<file path="config.mk">
export PLATFORM = sky130hd
export DESIGN_NAME = multicycle_controller
export DESIGN_NICKNAME = d
export VERILOG_FILES = /design/src/rtl/multicycle_controller.sv
export SDC_FILE = /design/constraint.sdc
export NUM_CORES = 1
export LEC_CHECK = 0
export BUFFER_PORTS_ARGS = -buffer_cell sky130_fd_sc_hd__buf_2
export CORE_MARGIN = 4
export CORE_UTILIZATION = 47
export CTS_BUF_LIST = sky130_fd_sc_hd__clkbuf_16
export DETAILED_ROUTE_END_ITERATION = 10
export GPL_TIMING_DRIVEN = 1
export PLACE_DENSITY = 0.82
export SYNTH_ARGS = -nofsm -noshare
export SYNTH_HDL_FRONTEND = slang
export SYNTH_SLANG_ARGS = --single-unit
</file>
<file path="constraint.sdc">
create_clock -name clk -period 2.9 [get_ports clk]
set_input_delay 0.58 -clock clk [delete_from_list [all_inputs] [get_ports clk]]
set_output_delay 0.58 -clock clk [all_outputs]
set_load 0.005 [all_outputs]
</file>
<file path="src/rtl/multicycle_controller.sv">
// Multicycle MIPS-subset control FSM (R-type, ORI, LW, SW, BEQ, JAL) with a
// sticky illegal-opcode trap.
// Ports:
//   clk, rst_n (sync, active-low)    -- clock and reset
//   op[5:0], zero, mem_ready         -- IR opcode, ALU zero flag, memory handshake
//   mem_req, mem_we, i_or_d          -- memory request / write / address select
//   ir_write, pc_write, pc_write_cond, pc_src[1:0] -- IR and PC update controls
//   alu_src_a, alu_src_b[1:0], alu_op[ALU_OP_W-1:0], extend_op -- ALU controls
//   reg_write, reg_dst, mem_to_reg, link           -- register file controls
//   illegal_op, state[3:0]           -- sticky trap flag and debug state
module multicycle_controller #(
  parameter int unsigned ALU_OP_W = 2
) (
  input  logic                clk,
  input  logic                rst_n,
  input  logic [5:0]          op,
  input  logic                zero,
  input  logic                mem_ready,
  output logic                mem_req,
  output logic                mem_we,
  output logic                i_or_d,
  output logic                ir_write,
  output logic                pc_write,
  output logic                pc_write_cond,
  output logic [1:0]          pc_src,
  output logic                alu_src_a,
  output logic [1:0]          alu_src_b,
  output logic [ALU_OP_W-1:0] alu_op,
  output logic                extend_op,
  output logic                reg_write,
  output logic                reg_dst,
  output logic                mem_to_reg,
  output logic                link,
  output logic                illegal_op,
  output logic [3:0]          state
);

  typedef enum logic [3:0] {
    S_FETCH    = 4'd0,
    S_DECODE   = 4'd1,
    S_EXEC_R   = 4'd2,
    S_EXEC_ORI = 4'd3,
    S_MEM_ADDR = 4'd4,
    S_MEM_RD   = 4'd5,
    S_MEM_WB   = 4'd6,
    S_MEM_WR   = 4'd7,
    S_ALU_WB   = 4'd8,
    S_BRANCH   = 4'd9,
    S_JUMP     = 4'd10,
    S_TRAP     = 4'd15
  } state_e;

  localparam logic [1:0] ALU_ADD   = 2'b00;
  localparam logic [1:0] ALU_SUB   = 2'b01;
  localparam logic [1:0] ALU_OR    = 2'b10;
  localparam logic [1:0] ALU_FUNCT = 2'b11;

  localparam logic [5:0] OP_RTYPE = 6'b000000;
  localparam logic [5:0] OP_ORI   = 6'b001101;
  localparam logic [5:0] OP_LW    = 6'b100011;
  localparam logic [5:0] OP_SW    = 6'b101011;
  localparam logic [5:0] OP_BEQ   = 6'b000100;
  localparam logic [5:0] OP_JAL   = 6'b000011;

  state_e state_q, state_d;
  logic   reg_dst_q, reg_dst_d;   // 1 when the pending ALU writeback is R-type
  logic   is_lw_q, is_lw_d;       // load vs store, latched at decode
  logic   illegal_q, illegal_d;

  // zero is gated with pc_write_cond in the datapath, not here
  logic unused_zero;
  assign unused_zero = zero;

  // State and flag registers
  always_ff @(posedge clk) begin
    if (!rst_n) begin
      state_q   <= S_FETCH;
      reg_dst_q <= 1'b0;
      is_lw_q   <= 1'b0;
      illegal_q <= 1'b0;
    end else begin
      state_q   <= state_d;
      reg_dst_q <= reg_dst_d;
      is_lw_q   <= is_lw_d;
      illegal_q <= illegal_d;
    end
  end

  // Next-state and control decode
  always_comb begin
    state_d       = state_q;
    reg_dst_d     = reg_dst_q;
    is_lw_d       = is_lw_q;
    mem_req       = 1'b0;
    mem_we        = 1'b0;
    i_or_d        = 1'b0;
    ir_write      = 1'b0;
    pc_write      = 1'b0;
    pc_write_cond = 1'b0;
    pc_src        = 2'b00;
    alu_src_a     = 1'b0;
    alu_src_b     = 2'b00;
    alu_op        = ALU_OP_W'(ALU_ADD);
    extend_op     = 1'b0;
    reg_write     = 1'b0;
    reg_dst       = 1'b0;
    mem_to_reg    = 1'b0;
    link          = 1'b0;

    unique case (state_q)
      S_FETCH: begin
        mem_req   = 1'b1;
        alu_src_b = 2'b01;
        ir_write  = mem_ready;
        pc_write  = mem_ready;
        if (mem_ready) state_d = S_DECODE;
      end
      S_DECODE: begin
        alu_src_b = 2'b10;
        extend_op = 1'b1;
        is_lw_d   = (op == OP_LW);
        case (op)
          OP_RTYPE:     state_d = S_EXEC_R;
          OP_ORI:       state_d = S_EXEC_ORI;
          OP_LW, OP_SW: state_d = S_MEM_ADDR;
          OP_BEQ:       state_d = S_BRANCH;
          OP_JAL:       state_d = S_JUMP;
          default:      state_d = S_TRAP;
        endcase
      end
      S_EXEC_R: begin
        alu_src_a = 1'b1;
        alu_op    = ALU_OP_W'(ALU_FUNCT);
        reg_dst_d = 1'b1;
        state_d   = S_ALU_WB;
      end
      S_EXEC_ORI: begin
        alu_src_a = 1'b1;
        alu_src_b = 2'b10;
        alu_op    = ALU_OP_W'(ALU_OR);
        reg_dst_d = 1'b0;
        state_d   = S_ALU_WB;
      end
      S_ALU_WB: begin
        reg_write = 1'b1;
        reg_dst   = reg_dst_q;
        state_d   = S_FETCH;
      end
      S_MEM_ADDR: begin
        alu_src_a = 1'b1;
        alu_src_b = 2'b10;
        extend_op = 1'b1;
        state_d   = is_lw_q ? S_MEM_RD : S_MEM_WR;
      end
      S_MEM_RD: begin
        mem_req = 1'b1;
        i_or_d  = 1'b1;
        if (mem_ready) state_d = S_MEM_WB;
      end
      S_MEM_WB: begin
        reg_write  = 1'b1;
        mem_to_reg = 1'b1;
        state_d    = S_FETCH;
      end
      S_MEM_WR: begin
        mem_req = 1'b1;
        mem_we  = 1'b1;
        i_or_d  = 1'b1;
        if (mem_ready) state_d = S_FETCH;
      end
      S_BRANCH: begin
        alu_src_a     = 1'b1;
        alu_op        = ALU_OP_W'(ALU_SUB);
        pc_src        = 2'b01;
        pc_write_cond = 1'b1;
        state_d       = S_FETCH;
      end
      S_JUMP: begin
        pc_write  = 1'b1;
        pc_src    = 2'b10;
        reg_write = 1'b1;
        link      = 1'b1;
        state_d   = S_FETCH;
      end
      S_TRAP: state_d = S_TRAP;
      default: state_d = S_FETCH;
    endcase

    // Sticky: once the trap is entered only reset clears it
    illegal_d = illegal_q | (state_d == S_TRAP);
  end

  assign illegal_op = illegal_q;
  assign state      = state_q;

endmodule

</file>
==> flow_metrics.env <==
export IMPL_run_status="finished, final reports clean"
export IMPL_critPathArrivalTime_ps=1780
export IMPL_die_h_um=45.67
export IMPL_timing_max_slew_rel_slack=0.5629
export IMPL_power_switching_uw=386.3
export IMPL_rsz_0062_raised_after_global_routing="false"
export IMPL_cp_end_kind="primary output"
export IMPL_post_synth_top_area_cell="sky130_fd_sc_hd__dfxtp_1"
export IMPL_setup_tns_final_ps=0
export IMPL_clk_insertion_delay_late_ps=230
export IMPL_clock_tree_from_tritoncts="yes"
export IMPL_clock_sinks=7
export IMPL_ctsHoldBuffers=0
export IMPL_numPortBuffers=31
export IMPL_gp_routability_congestion=0.8155
export IMPL_crit_path_max_incr_delay_ps=730
export IMPL_slew_viol_final=0
export IMPL_placement_rows=13
export IMPL_dominantRegCellSynth="sky130_fd_sc_hd__dfxtp_1"
export IMPL_timing_critical_path_cells="nand2b_1, mux2_1, nor2_1, buf_2"
export IMPL_postSynthAreaPerCell_um2=6.947
export IMPL_fin_crit_sh=0.8139
export IMPL_floorplan_die_width_um=45.67
export IMPL_cp_num_buf_inv=1
export IMPL_grt_antenna_before_repair=0
export IMPL_drt_wl_total_um=1921
export IMPL_first_global_vias=694
export IMPL_detailroute_via_count=813
export IMPL_remaining_drc_errors=0
export IMPL_power_share_clock=0.252
export IMPL_transition_time_at_the_pin_with_the_least_slew_margin_ps=654.8
export IMPL_synthArstFlopShare=0
export IMPL_cp_required_ps=2320
export IMPL_power_frac_comb=0.485
export IMPL_clk_path_buf_depth=2
export IMPL_synth_edff_count=0
export IMPL_cellLeakagePower_uw=0.0004290
export IMPL_critical_path_slowest_cell="sky130_fd_sc_hd__dfxtp_1"
export IMPL_path_class="flop to primary output"
export IMPL_drc_violation_total_after_the_first_tritonroute_iteration=23
export IMPL_p_int_uw=536.4
export IMPL_grt_first_pass_wirelength_um=3049
export IMPL_synth_ff_latch_count=7
export IMPL_placedInstanceArea_um2=800.8
export IMPL_cts_resized_gates=0
export IMPL_critical_path_peak_fanout=22
export IMPL_report_final_setup_viol=0
export IMPL_power_density_mw_per_mm2=1049
export IMPL_period_minus_slack_ps=2360
export IMPL_routed_via_density=5.891
export IMPL_clk_pin_slew_worst_paths_ps=40
export IMPL_number_of_hold_violations_in_the_final_report=0
export IMPL_fin_area_um2=879.6
export IMPL_die_area_mm2=0.002086
export IMPL_area_fraction_of_the_dominant_cell_type_after_synthesis=0.2101
export IMPL_flow_area_growth_from_synthesis_pct=31.89
export IMPL_ff2ff_path_depth=4
export IMPL_sequentialPowerShare=0.263
export IMPL_drt_pre_antenna_iters=4
export IMPL_cts_repair_timing_setup_buffer_count=0
export IMPL_num_nets_final=134
export IMPL_most_area_consuming_cells_after_synthesis="sky130_fd_sc_hd__dfxtp_1 (21%), sky130_fd_sc_hd__a21oi_1 (6.0%), sky130_fd_sc_hd__nor2_1 (5.1%)"
export IMPL_layout_common_cells="sky130_fd_sc_hd__buf_2 (31), sky130_fd_sc_hd__nor2_1 (9), sky130_fd_sc_hd__a21oi_1 (8)"
export IMPL_drive_above_1_share=0.2846
export IMPL_cp_start_kind="flop"
export IMPL_cts_inserted_buffers=3
export IMPL_detail_route_antenna_nets=0
export IMPL_final_common_cell="sky130_fd_sc_hd__buf_2"
export IMPL_critical_path_cell_count=4
export IMPL_worst_ir_drop_vdd_mv=0.9746
export IMPL_grt_start_max_net_pins=23
export IMPL_syn_nets=106
export IMPL_holdPathStages=2
export IMPL_synthesis_area_um2=666.9
export IMPL_maximum_clock_frequency_ghz=0.4237
export IMPL_root_buffer="sky130_fd_sc_hd__clkbuf_16"
export IMPL_total_grt_usage=0.2010
export IMPL_core_area_mm2=0.001318
export IMPL_hp_class="flop to flop"
export IMPL_drv_cap=0
export IMPL_wl_per_cell_um=13.92
export IMPL_insertedDiodeCount=0
export IMPL_clock_skew_ps=2.973
export IMPL_synthesis_yosys_warnings=0
export IMPL_initial_cell_density_of_the_core=0.5062
export IMPL_h_tree_level_count=1
export IMPL_global_route_overflow_total=0
export IMPL_ys_types=36
export IMPL_netSwitchingFraction=0.4187
export IMPL_floorplan_io_pins=33
export IMPL_synthCells=96
export IMPL_crit_family="flip-flops"
export IMPL_half_perimeter_wire_length_after_placement_um=1398
export IMPL_synth_seq_area_share=0.2101
-- worst paths after layout --
| path | startpoint | endpoint | slack [ps] |
|---|---|---|---|
| hold reg to reg | illegal_op | illegal_op | 450 |
| setup reg to reg | state[0] | illegal_op | 1080 |
| setup / recovery | state[0] | alu_op[0] | 540 |
| hold / removal | illegal_op | illegal_op | 450 |
-- power by group through the flow --
stage	registers [µW]	logic (µW)	clock network, µW
after floorplan	155	361	0
after global placement	236	431	0
after detailed placement	240	446	0
after CTS	239	450	236
after global routing	258	502	244
final	242	448	232
-- sequential cells by signal (all words and copies together), names as in the netlist --
name,cells
is_lw_q,1
illegal_op,1
reg_dst_q,1
state,4
-- worst reg2reg max path: stages, from the launching register on --
cell and delay (ps):
sky130_fd_sc_hd__dfxtp_1 730, sky130_fd_sc_hd__nand2b_1 310, sky130_fd_sc_hd__a311oi_1 140, sky130_fd_sc_hd__o31a_1 170
sky130_fd_sc_hd__o41ai_1 360
-- stage by stage --
step | std cells | hold WS [ps] | total power, µW | util | worst slack [ps]
2_1_floorplan | 96 | 440.2 | 515.9 | - | 1118
3_3_place_gp | 134 | 431.7 | 667.3 | 0.6078 | 879.1
3_5_place_dp | 134 | 445.2 | 686.5 | 0.6078 | 809.1
4_1_cts | 138 | 458.6 | 924.1 | 0.6676 | 556.4
5_1_grt | 138 | 480.6 | 1004 | 0.6676 | 386.2
6_report | 138 | 452.7 | 922.7 | 0.6676 | 539.8
-- synthesized netlist by cell type, drive strengths merged (2+ instances only) --
cell type  count
nand2          7
inv            4
o21ai          7
nand3          2
nor4           2
nor2           9
o211a          2
a21oi          8
o41ai          2
and2           2
buf            6
nor2b          2
mux2i          2
nor3           5
and3           3
clkbuf         2
or2            3
dfxtp          7
or3            3
nand2b         4
-- cell type report --
class,count,area [µm²]
Clock inverter,1,3.754
Sequential cell,7,140.1
Tap cell,15,18.77
Fill cell,127,437.9
Timing Repair Buffer,31,155.1
Multi-Input combinational cell,77,471.7
Clock buffer,3,75.07
Inverter,4,15.01
-- routing by layer --
layer  part of all wire  track usage
met5                  0            0
met1               0.43       0.2637
met3              0.083      0.03557
met2               0.47       0.3064
met4              0.019       0.1111
-- logic make-up after synthesis --
group                     after synthesis  share of synthesized area
muxes                                   3                    0.04690
and+or+nand+nor                        45                     0.3546
xor gates and xnor gates                1                    0.01314
AOI/OAI and AO/OA                      28                     0.2927
DFF                                     7                     0.2101
buffers and inverters                  12                    0.08255
No activity file was read; power rests on OpenSTA's default activity.
